### src/rtl/mem_port_arbiter_if.sv
// Bus bundle between the fetch unit, the load/store unit, the shared memory and
// mem_port_arbiter. The arbiter takes the slave view; the core side takes master.
interface mem_port_arbiter_if #(
  parameter int DWIDTH = 16,
  parameter int AWIDTH = 16
);
  logic              if_req;
  logic [AWIDTH-1:0] if_addr;
  logic              if_flush;
  logic              if_gnt;
  logic              if_rvalid;
  logic [DWIDTH-1:0] if_rdata;

  logic              ls_req;
  logic              ls_we;
  logic [AWIDTH-1:0] ls_addr;
  logic [DWIDTH-1:0] ls_wdata;
  logic              ls_gnt;
  logic              ls_rvalid;
  logic [DWIDTH-1:0] ls_rdata;

  logic              mem_en;
  logic              mem_we;
  logic [AWIDTH-1:0] mem_addr;
  logic [DWIDTH-1:0] mem_wdata;
  logic [DWIDTH-1:0] mem_rdata;

  modport master (
    output if_req, if_addr, if_flush, ls_req, ls_we, ls_addr, ls_wdata, mem_rdata,
    input  if_gnt, if_rvalid, if_rdata, ls_gnt, ls_rvalid, ls_rdata,
           mem_en, mem_we, mem_addr, mem_wdata
  );

  modport slave (
    input  if_req, if_addr, if_flush, ls_req, ls_we, ls_addr, ls_wdata, mem_rdata,
    output if_gnt, if_rvalid, if_rdata, ls_gnt, ls_rvalid, ls_rdata,
           mem_en, mem_we, mem_addr, mem_wdata
  );
endinterface

### src/rtl/mem_port_arbiter.sv
// Shares the single memory port between instruction fetch and load/store: data
// wins by default, a burst counter guarantees fetch progress, and a 2-stage tag
// pipeline steers synchronous read data back to its requester.
module mem_port_arbiter #(
  parameter int DWIDTH         = 16,
  parameter int AWIDTH         = 16,
  parameter int MAX_DATA_BURST = 4
) (
  input logic               clk,
  input logic               rst,
  mem_port_arbiter_if.slave bus
);

  typedef enum logic [1:0] {
    TAG_NONE  = 2'd0,
    TAG_FETCH = 2'd1,
    TAG_DATA  = 2'd2
  } tag_e;

  localparam logic [3:0] BURST_MAX = 4'(MAX_DATA_BURST);

  logic [3:0]        r_burst_cnt;
  tag_e              r_tag;
  logic              r_if_rvalid;
  logic              r_ls_rvalid;
  logic [DWIDTH-1:0] r_if_rdata;
  logic [DWIDTH-1:0] r_ls_rdata;

  logic              w_fetch_ok;
  logic              w_if_gnt;
  logic              w_ls_gnt;
  logic              w_mem_en;
  logic              w_mem_we;
  logic [AWIDTH-1:0] w_mem_addr;
  logic [DWIDTH-1:0] w_mem_wdata;
  tag_e              w_tag_next;
  logic              w_if_land;
  logic              w_ls_land;

  // Grant decision: data has priority until it has starved fetch for
  // MAX_DATA_BURST consecutive grants.
  always_comb begin
    // NOTE: every combinational output gets a default first so no path can infer a latch.
    w_if_gnt   = 1'b0;
    w_ls_gnt   = 1'b0;
    w_fetch_ok = bus.if_req & ~bus.if_flush;
    if (bus.ls_req && w_fetch_ok) begin
      if (r_burst_cnt == BURST_MAX) w_if_gnt = 1'b1;
      else                          w_ls_gnt = 1'b1;
    end else begin
      w_if_gnt = w_fetch_ok;
      w_ls_gnt = bus.ls_req;
    end
  end

  always_comb begin
    w_mem_en    = w_if_gnt | w_ls_gnt;
    w_mem_we    = w_ls_gnt & bus.ls_we;
    w_mem_addr  = '0;
    w_mem_wdata = '0;
    w_tag_next  = TAG_NONE;
    if (w_ls_gnt) begin
      w_mem_addr  = bus.ls_addr;
      w_mem_wdata = bus.ls_wdata;
      if (!bus.ls_we) w_tag_next = TAG_DATA;
    end else if (w_if_gnt) begin
      w_mem_addr = bus.if_addr;
      w_tag_next = TAG_FETCH;
    end
  end

  // A flush in the cycle the fetch data returns from memory kills that response.
  assign w_if_land = (r_tag == TAG_FETCH) && !bus.if_flush;
  assign w_ls_land = (r_tag == TAG_DATA);

  always_ff @(posedge clk or posedge rst) begin
    // NOTE: state registers use non-blocking assignments so every flop samples pre-edge values.
    if (rst) begin
      r_burst_cnt <= '0;
    end else if (w_if_gnt || !w_fetch_ok) begin
      r_burst_cnt <= '0;
    end else if (w_ls_gnt && r_burst_cnt != BURST_MAX) begin
      r_burst_cnt <= r_burst_cnt + 4'd1;
    end
  end

  always_ff @(posedge clk or posedge rst) begin
    // NOTE: all response state, including the rdata holding registers, is reset so a
    // mid-operation reset leaves nothing in flight and no stale data visible.
    if (rst) begin
      r_tag       <= TAG_NONE;
      r_if_rvalid <= 1'b0;
      r_ls_rvalid <= 1'b0;
      r_if_rdata  <= '0;
      r_ls_rdata  <= '0;
    end else begin
      r_tag       <= w_tag_next;
      r_if_rvalid <= w_if_land;
      r_ls_rvalid <= w_ls_land;
      if (w_if_land) r_if_rdata <= bus.mem_rdata;
      if (w_ls_land) r_ls_rdata <= bus.mem_rdata;
    end
  end

  assign bus.if_gnt    = w_if_gnt;
  assign bus.ls_gnt    = w_ls_gnt;
  assign bus.mem_en    = w_mem_en;
  assign bus.mem_we    = w_mem_we;
  assign bus.mem_addr  = w_mem_addr;
  assign bus.mem_wdata = w_mem_wdata;
  assign bus.if_rvalid = r_if_rvalid;
  assign bus.if_rdata  = r_if_rdata;
  assign bus.ls_rvalid = r_ls_rvalid;
  assign bus.ls_rdata  = r_ls_rdata;

endmodule
### src/flat_wrapper.sv
// flat-port wrapper written by rule: the top's interface ports become plain ports
module mem_port_arbiter_flat 
#(
  parameter int DWIDTH         = 16,
  parameter int AWIDTH         = 16,
  parameter int MAX_DATA_BURST = 4
)
  (clk, rst, bus_if_req, bus_if_addr, bus_if_flush, bus_ls_req, bus_ls_we, bus_ls_addr, bus_ls_wdata, bus_mem_rdata, bus_if_gnt, bus_if_rvalid, bus_if_rdata, bus_ls_gnt, bus_ls_rvalid, bus_ls_rdata, bus_mem_en, bus_mem_we, bus_mem_addr, bus_mem_wdata);
  mem_port_arbiter_if #(.DWIDTH(DWIDTH), .AWIDTH(AWIDTH)) bus_i ();
  input logic clk;
  input logic rst;
  input wire logic [$bits(bus_i.if_req)-1:0] bus_if_req;
  input wire logic [$bits(bus_i.if_addr)-1:0] bus_if_addr;
  input wire logic [$bits(bus_i.if_flush)-1:0] bus_if_flush;
  input wire logic [$bits(bus_i.ls_req)-1:0] bus_ls_req;
  input wire logic [$bits(bus_i.ls_we)-1:0] bus_ls_we;
  input wire logic [$bits(bus_i.ls_addr)-1:0] bus_ls_addr;
  input wire logic [$bits(bus_i.ls_wdata)-1:0] bus_ls_wdata;
  input wire logic [$bits(bus_i.mem_rdata)-1:0] bus_mem_rdata;
  output wire logic [$bits(bus_i.if_gnt)-1:0] bus_if_gnt;
  output wire logic [$bits(bus_i.if_rvalid)-1:0] bus_if_rvalid;
  output wire logic [$bits(bus_i.if_rdata)-1:0] bus_if_rdata;
  output wire logic [$bits(bus_i.ls_gnt)-1:0] bus_ls_gnt;
  output wire logic [$bits(bus_i.ls_rvalid)-1:0] bus_ls_rvalid;
  output wire logic [$bits(bus_i.ls_rdata)-1:0] bus_ls_rdata;
  output wire logic [$bits(bus_i.mem_en)-1:0] bus_mem_en;
  output wire logic [$bits(bus_i.mem_we)-1:0] bus_mem_we;
  output wire logic [$bits(bus_i.mem_addr)-1:0] bus_mem_addr;
  output wire logic [$bits(bus_i.mem_wdata)-1:0] bus_mem_wdata;
  assign bus_i.if_req = bus_if_req;
  assign bus_i.if_addr = bus_if_addr;
  assign bus_i.if_flush = bus_if_flush;
  assign bus_i.ls_req = bus_ls_req;
  assign bus_i.ls_we = bus_ls_we;
  assign bus_i.ls_addr = bus_ls_addr;
  assign bus_i.ls_wdata = bus_ls_wdata;
  assign bus_i.mem_rdata = bus_mem_rdata;
  assign bus_if_gnt = bus_i.if_gnt;
  assign bus_if_rvalid = bus_i.if_rvalid;
  assign bus_if_rdata = bus_i.if_rdata;
  assign bus_ls_gnt = bus_i.ls_gnt;
  assign bus_ls_rvalid = bus_i.ls_rvalid;
  assign bus_ls_rdata = bus_i.ls_rdata;
  assign bus_mem_en = bus_i.mem_en;
  assign bus_mem_we = bus_i.mem_we;
  assign bus_mem_addr = bus_i.mem_addr;
  assign bus_mem_wdata = bus_i.mem_wdata;
  mem_port_arbiter #(.DWIDTH(DWIDTH), .AWIDTH(AWIDTH), .MAX_DATA_BURST(MAX_DATA_BURST)) u_core (.clk(clk), .rst(rst), .bus(bus_i));
endmodule
### config.mk
export PLATFORM = sky130hd
export DESIGN_NAME = mem_port_arbiter_flat
export DESIGN_NICKNAME = d
export VERILOG_FILES = /design/src/rtl/mem_port_arbiter_if.sv /design/src/rtl/mem_port_arbiter.sv /design/src/flat_wrapper.sv
export SDC_FILE = /design/constraint.sdc
export NUM_CORES = 1
export LEC_CHECK = 0
export ABC_CLOCK_PERIOD_IN_PS = 1900
export BUFFER_PORTS_ARGS = -buffer_cell sky130_fd_sc_hd__buf_2
export CORE_MARGIN = 5
export CORE_UTILIZATION = 35
export DETAILED_ROUTE_END_ITERATION = 12
export PLACE_DENSITY_LB_ADDON = 0.15
export SYNTH_ARGS = -nofsm -noshare
export SYNTH_HDL_FRONTEND = slang
export SYNTH_SLANG_ARGS = --single-unit
### constraint.sdc
create_clock -name clk -period 1.9 [get_ports clk]
set_input_delay 0.19 -clock clk [delete_from_list [all_inputs] [get_ports clk]]
set_output_delay 0.19 -clock clk [all_outputs]
set_load 0.02 [all_outputs]
; Yosys cells after proc, flatten, opt, wreduce, memory -nomap -nowiden
; Index checks and enable logic that the tools add are counted.
[word_totals]
register_bits = 40
output_inout_bits = 70
word_cells = 34
[classes]
addsub = 1
eq_ne = 4
mux = 12
bitwise_logic = 4
n_reduce_logical = 7
[ops]
columns = cell, count
row1 = $mux W16, 3
row2 = $mux W4, 2
row3 = $mux W1, 5
row4 = $add A4 B1 Y4 const B, 1
row5 = $eq A4 B3 Y1 const B, 1
row6 = $mux W2, 2
row7 = $ne A4 B3 Y1 const B, 1
row8 = $logic_and A1 B1 Y1, 3
row9 = $and A1 B1 Y1, 2
row10 = $eq A2 B1 Y1 const B, 1
row11 = $eq A2 B2 Y1 const B, 1
row12 = $logic_not A1 Y1, 2
row13 = $reduce_bool A2 Y1, 1
row14 = $logic_or A1 B1 Y1, 1
row15 = $not A1 Y1, 1
row16 = $or A1 B1 Y1, 1

; Longest topological paths before layout
[depth]
word_depth = 7
depth_mapped = 7
ltp_nobuf = 5

; Worst setup path after synthesis
; OpenSTA, ideal clock, no wires.
[synth_timing]
path_kind = reg2out
startpoint = register u_core.r_burst_cnt[0]
endpoint = output bus_mem_addr[10]
t_arrival_ps = 1462
t_required_ps = 1710
setup_slack_ps = 248
stages_incl_launch_ff = 7
path_buffers = 1
cell_sequence = dfrtp_1 > inv_1 > ha_1 > nand3b_1 > a21oi_2 > buf_6 > a22o_1
[synth_via]
elab_chain_len = 5
word_cells_on_any_way = 7
cone_classes = eq/ne: 1 / mux: 6
[synth_rtl]
columns = element, line_no
row1 = start: declaration, mem_port_arbiter.sv:22  ; logic [3:0] r_burst_cnt;
row2 = start signal: assignment, mem_port_arbiter.sv:83  ; r_burst_cnt <= r_burst_cnt + 4'd1;
row3 = $eq A4 B3 Y1, mem_port_arbiter.sv:48  ; if (r_burst_cnt == BURST_MAX) w_if_gnt = 1'b1;
row4 = $mux W1, mem_port_arbiter.sv:48
row5 = $mux W1, mem_port_arbiter.sv:47  ; if (bus.ls_req && w_fetch_ok) begin
row6 = net bus_if_gnt, flat_wrapper.sv:20  ; output wire logic [$bits(bus_i.if_gnt)-1:0] bus_if_gnt;
row7 = $mux W16, mem_port_arbiter.sv:66  ; end else if (w_if_gnt) begin
row8 = $mux W16, mem_port_arbiter.sv:62  ; if (w_ls_gnt) begin
row9 = end: declaration, flat_wrapper.sv:28  ; output wire logic [$bits(bus_i.mem_addr)-1:0] bus_mem_addr;
; The timed path passes the listed nets, and every way through them passes these cells.

; Worst setup path after layout
[layout_timing]
startpoint = register u_core.r_burst_cnt[1]
endpoint = output bus_mem_addr[9]
[layout_via]
elab_chain_len = 5
word_cells_on_any_way = 7
cone_classes = eq/ne: 1 / mux: 6
[layout_rtl]
columns = element, line_no
row1 = $eq A4 B3 Y1 *, mem_port_arbiter.sv:48
row2 = $mux W1, mem_port_arbiter.sv:48
row3 = $mux W1, mem_port_arbiter.sv:47
row4 = $mux W16, mem_port_arbiter.sv:66
row5 = $mux W16 *, mem_port_arbiter.sv:62
; Mark *: on every way between the ends. The rest lies on a longest branch, timed or not.

==> impl_metrics.py <==
metrics = {
    "status": {
        "outcome": "complete, but fails checks",
        "violations": "negative setup slack",
    },
    "worst_setup_path": {
        "critPathMaxFanout": 8,
        "reg2regPathDepth": 3,
        "crit_path_start_kind": "flip-flop",
        "crit_required_ps": 1710,
        "cp_data_arrival_time_ps": 1790,
        "r2r-end": "u_core.bus.if_rdata[13]",
        "reg2reg_setup_slack_ps": 520,
        "reg2reg_from": "u_core.r_tag[1]",
        "end_kind": "output pin",
        "critical_path_class": "reg -> out",
    },
    "grt": {
        "grt-ovfl-total": 0,
        "grt_max_degree": 27,
        "grt_pass1_vias": 1817,
        "antenna_found_initial": 0,
        "grt_usage": 0.164,
        "grt_pass1_wl_microns": 9030,
    },
    "logic_synthesis": {
        "synthSimpleGateAreaFrac": 0.104,
        "synth_nets": 209,
        "async_reset_ff_frac": 1.00,
        "yosys.area_share.xor_xnor": 0.00941,
        "yosysTopAreaCellShare": 0.538,
        "synth.most_common_cell": "dfrtp_1",
        "yosysWarnings": 0,
        "synth.area.mux_share": 0.194,
        "ys_types": 22,
        "synth_commonest_cells": "dfrtp_1, mux2_2, and2_1",
        "ys_ff_latch": 40,
        "seq_area_frac_synth": 0.538,
        "synth_adder_area_share": 0.0134,
        "synth_edf_count": 0,
        "synth_top_family_by_area": "multiplexers",
        "ys.flop_type": "dfrtp_1",
        "syn_area_sq_um": 1860,
        "yosys.area.top_type": "dfrtp_1",
        "syn_avg_cell_area_sq_um": 13.6,
        "synth_compound_area_frac": 0.0867,
        "syn-instance-count": 137,
        "ys_top_cells_by_area": "dfrtp_1, mux2_2, a22o_1, and2_1, buf_6",
    },
    "sta": {
        "worst_pin_slew_ps": 626,
        "fmax_mhz": 505,
        "hold_viol": 0,
        "max-slew-margin-rel": 0.582,
        "fin_crit_ps": 1980,
        "drv_slew": 0,
        "skew_ps": 6.71,
        "rsz0062_at_grt": "yes",
        "setup_viol": 17,
        "fin_crit_sh": 1.04,
        "holdWs_ps": 69.4,
        "fin_ws_ps": -78.6,
    },
    "floorplanning": {
        "fp.dieW_microns": 82.9,
        "core_area_sq_um": 5140,
        "fp.dieH_microns": 82.9,
        "floorplan.die_area_sq_um": 6880,
        "start_util": 0.362,
        "num_rows": 26,
        "ios": 140,
    },
    "finish": {
        "area_delta_synth_final_pct": 60.8,
        "diodes": 0,
        "drive_gt1_frac": 0.678,
        "layout.cells.non_filler": 359,
        "fin_nets": 360,
    },
    "drt": {
        "routed.top_layer": "met4",
        "first_pass_iters": 3,
        "wirelength_microns": 5540,
        "vias": 1672,
        "wl_met3_microns": 524,
        "met2RoutedLength_microns": 2790,
        "drc_errors": 0,
        "drt-initial-drc-count": 30,
        "wirelength_met1_microns": 1930,
        "routedWlPerCell_microns": 15.4,
        "ant_nets": 0,
        "via_per_inst": 4.66,
    },
    "clocking": {
        "cts_tree": "yes",
        "ctsHtreeMaxLevel": 2,
        "clockRootBuffer": "clkbuf_8",
        "clkLatencyLatePin_ps": 290,
        "cts.clk_slew.worst_paths_ps": 80,
        "clock_sinks": 40,
        "clockBufferDepth": 2,
        "numCtsBuffers": 5,
    },
    "place": {
        "gp_congestion": 0.817,
        "place_ws_ps": 183,
        "placed_cells": 342,
        "portBuffers": 139,
        "hpwl_microns": 4150,
    },
    "min_path": {
        "hp-start": "bus_ls_we",
        "worstHoldEndpoint": "u_core.r_tag[1]",
        "hold_path.class": "in -> reg",
        "holdPathStages": 2,
    },
    "power": {
        "irDropWorstVdd_v": 0.000309,
        "p_leak_nw": 1.55,
        "powerDensity_nw_per_um2": 854,
    },
    "flow_run": {
        "max_cap_viol_count": 0,
    },
}
==> routing by layer <==
metal / vias to the layer above / global-route usage
met5: - / 0
met1: 765 / 0.157
met3: 20 / 0.0644
met2: 107 / 0.294
met4: 0 / 0.0996
li1: 780 / -
==> worst max-delay path by stage <==
stage,depth (start not counted),startpoint,to
after detailed placement,7,u_core.r_burst_cnt[0],bus_mem_addr[2]
after global placement,7,u_core.r_burst_cnt[0],bus_mem_addr[2]
after CTS,7,u_core.r_burst_cnt[0],bus_mem_addr[2]
final,8,u_core.r_burst_cnt[1],bus_mem_addr[9]
after floorplan,6,u_core.r_burst_cnt[0],bus_mem_addr[10]
after global routing,8,u_core.r_burst_cnt[1],bus_mem_addr[1]
==> worst max-delay path, stage by stage, from the launching register on <==
cell and delay (ps):
dfrtp_1 390, inv_1 60, ha_1 130, nand3b_1 100, buf_4 160, a21oi_4 190, buf_6 170, a22o_1 170
buf_6 130
==> area by class of cell <==
cell class                      count  area [sq um]
Multi-Input combinational cell     84           767
Clock buffer                        5          68.8
Clock inverter                      3          42.5
Tap cell                           70          87.6
Inverter                            4          15.0
Sequential cell                    40          1000
Fill cell                         451          2150
Timing Repair Buffer              153          1010
==> cell families after synthesis <==
logic type	count (synthesis)
buf+inv	13
mux	32
simple gates	29
fa+ha+maj	2
flops	40
xor+xnor	2
compound gates	19
==> state kept, by name, summed over array words and instances (netlist names) <==
name / count
u_core.bus.ls_rdata: 16
u_core.bus.if_rdata: 16
u_core.r_burst_cnt: 4
u_core.bus.ls_rvalid: 1
u_core.r_tag: 2
u_core.bus.if_rvalid: 1
==> cells in the final DEF, fill, tap and decap left out <==
master	count
a21oi_4	1
nor2b_1	2
nand3b_1	1
o21a_2	1
xor2_1	1
and2_1	17
nor3_1	4
mux2_2	32
a22o_1	16
buf_4	7
nand3_1	1
nand2b_4	1
buf_16	1
ha_1	2
dfrtp_1	40
buf_2	116
nor3b_4	1
nand2b_1	1
clkbuf_8	5
clkinvlp_4	1
xnor2_1	1
inv_1	4
bufinv_16	1
buf_6	25
buf_12	3
clkinv_2	1
dlygate4sd3_1	1
a21oi_1	1
nand2_1	1
==> per-stage QoR <==
step           TNS [ps]  total power [mW]  cell area, sq um  utilization
2_1_floorplan         0              1.54              1860            -
3_3_place_gp          0              1.84              2630        0.512
3_5_place_dp          0              1.85              2630        0.512
4_1_cts            -821              2.60              2980        0.581
5_1_grt           -3740              2.71              2990        0.583
6_report           -653              2.56              2990        0.583
==> where the power goes <==
part,internal [mW],switching [mW]
Clock,0.388,0.291
Combinational,0.374,0.447
Sequential,0.994,0.0639
Total,1.76,0.802
==> repair_timing <==
action                     CTS  global route
hold buffers                 1             0
buffers inserted             4             1
cloned                       3             0
hold endpoints to repair    14             0
pin swaps                    9             8
setup endpoints to repair   33            34
gates resized for setup     52             1
Power figures use the tool's default switching activity.
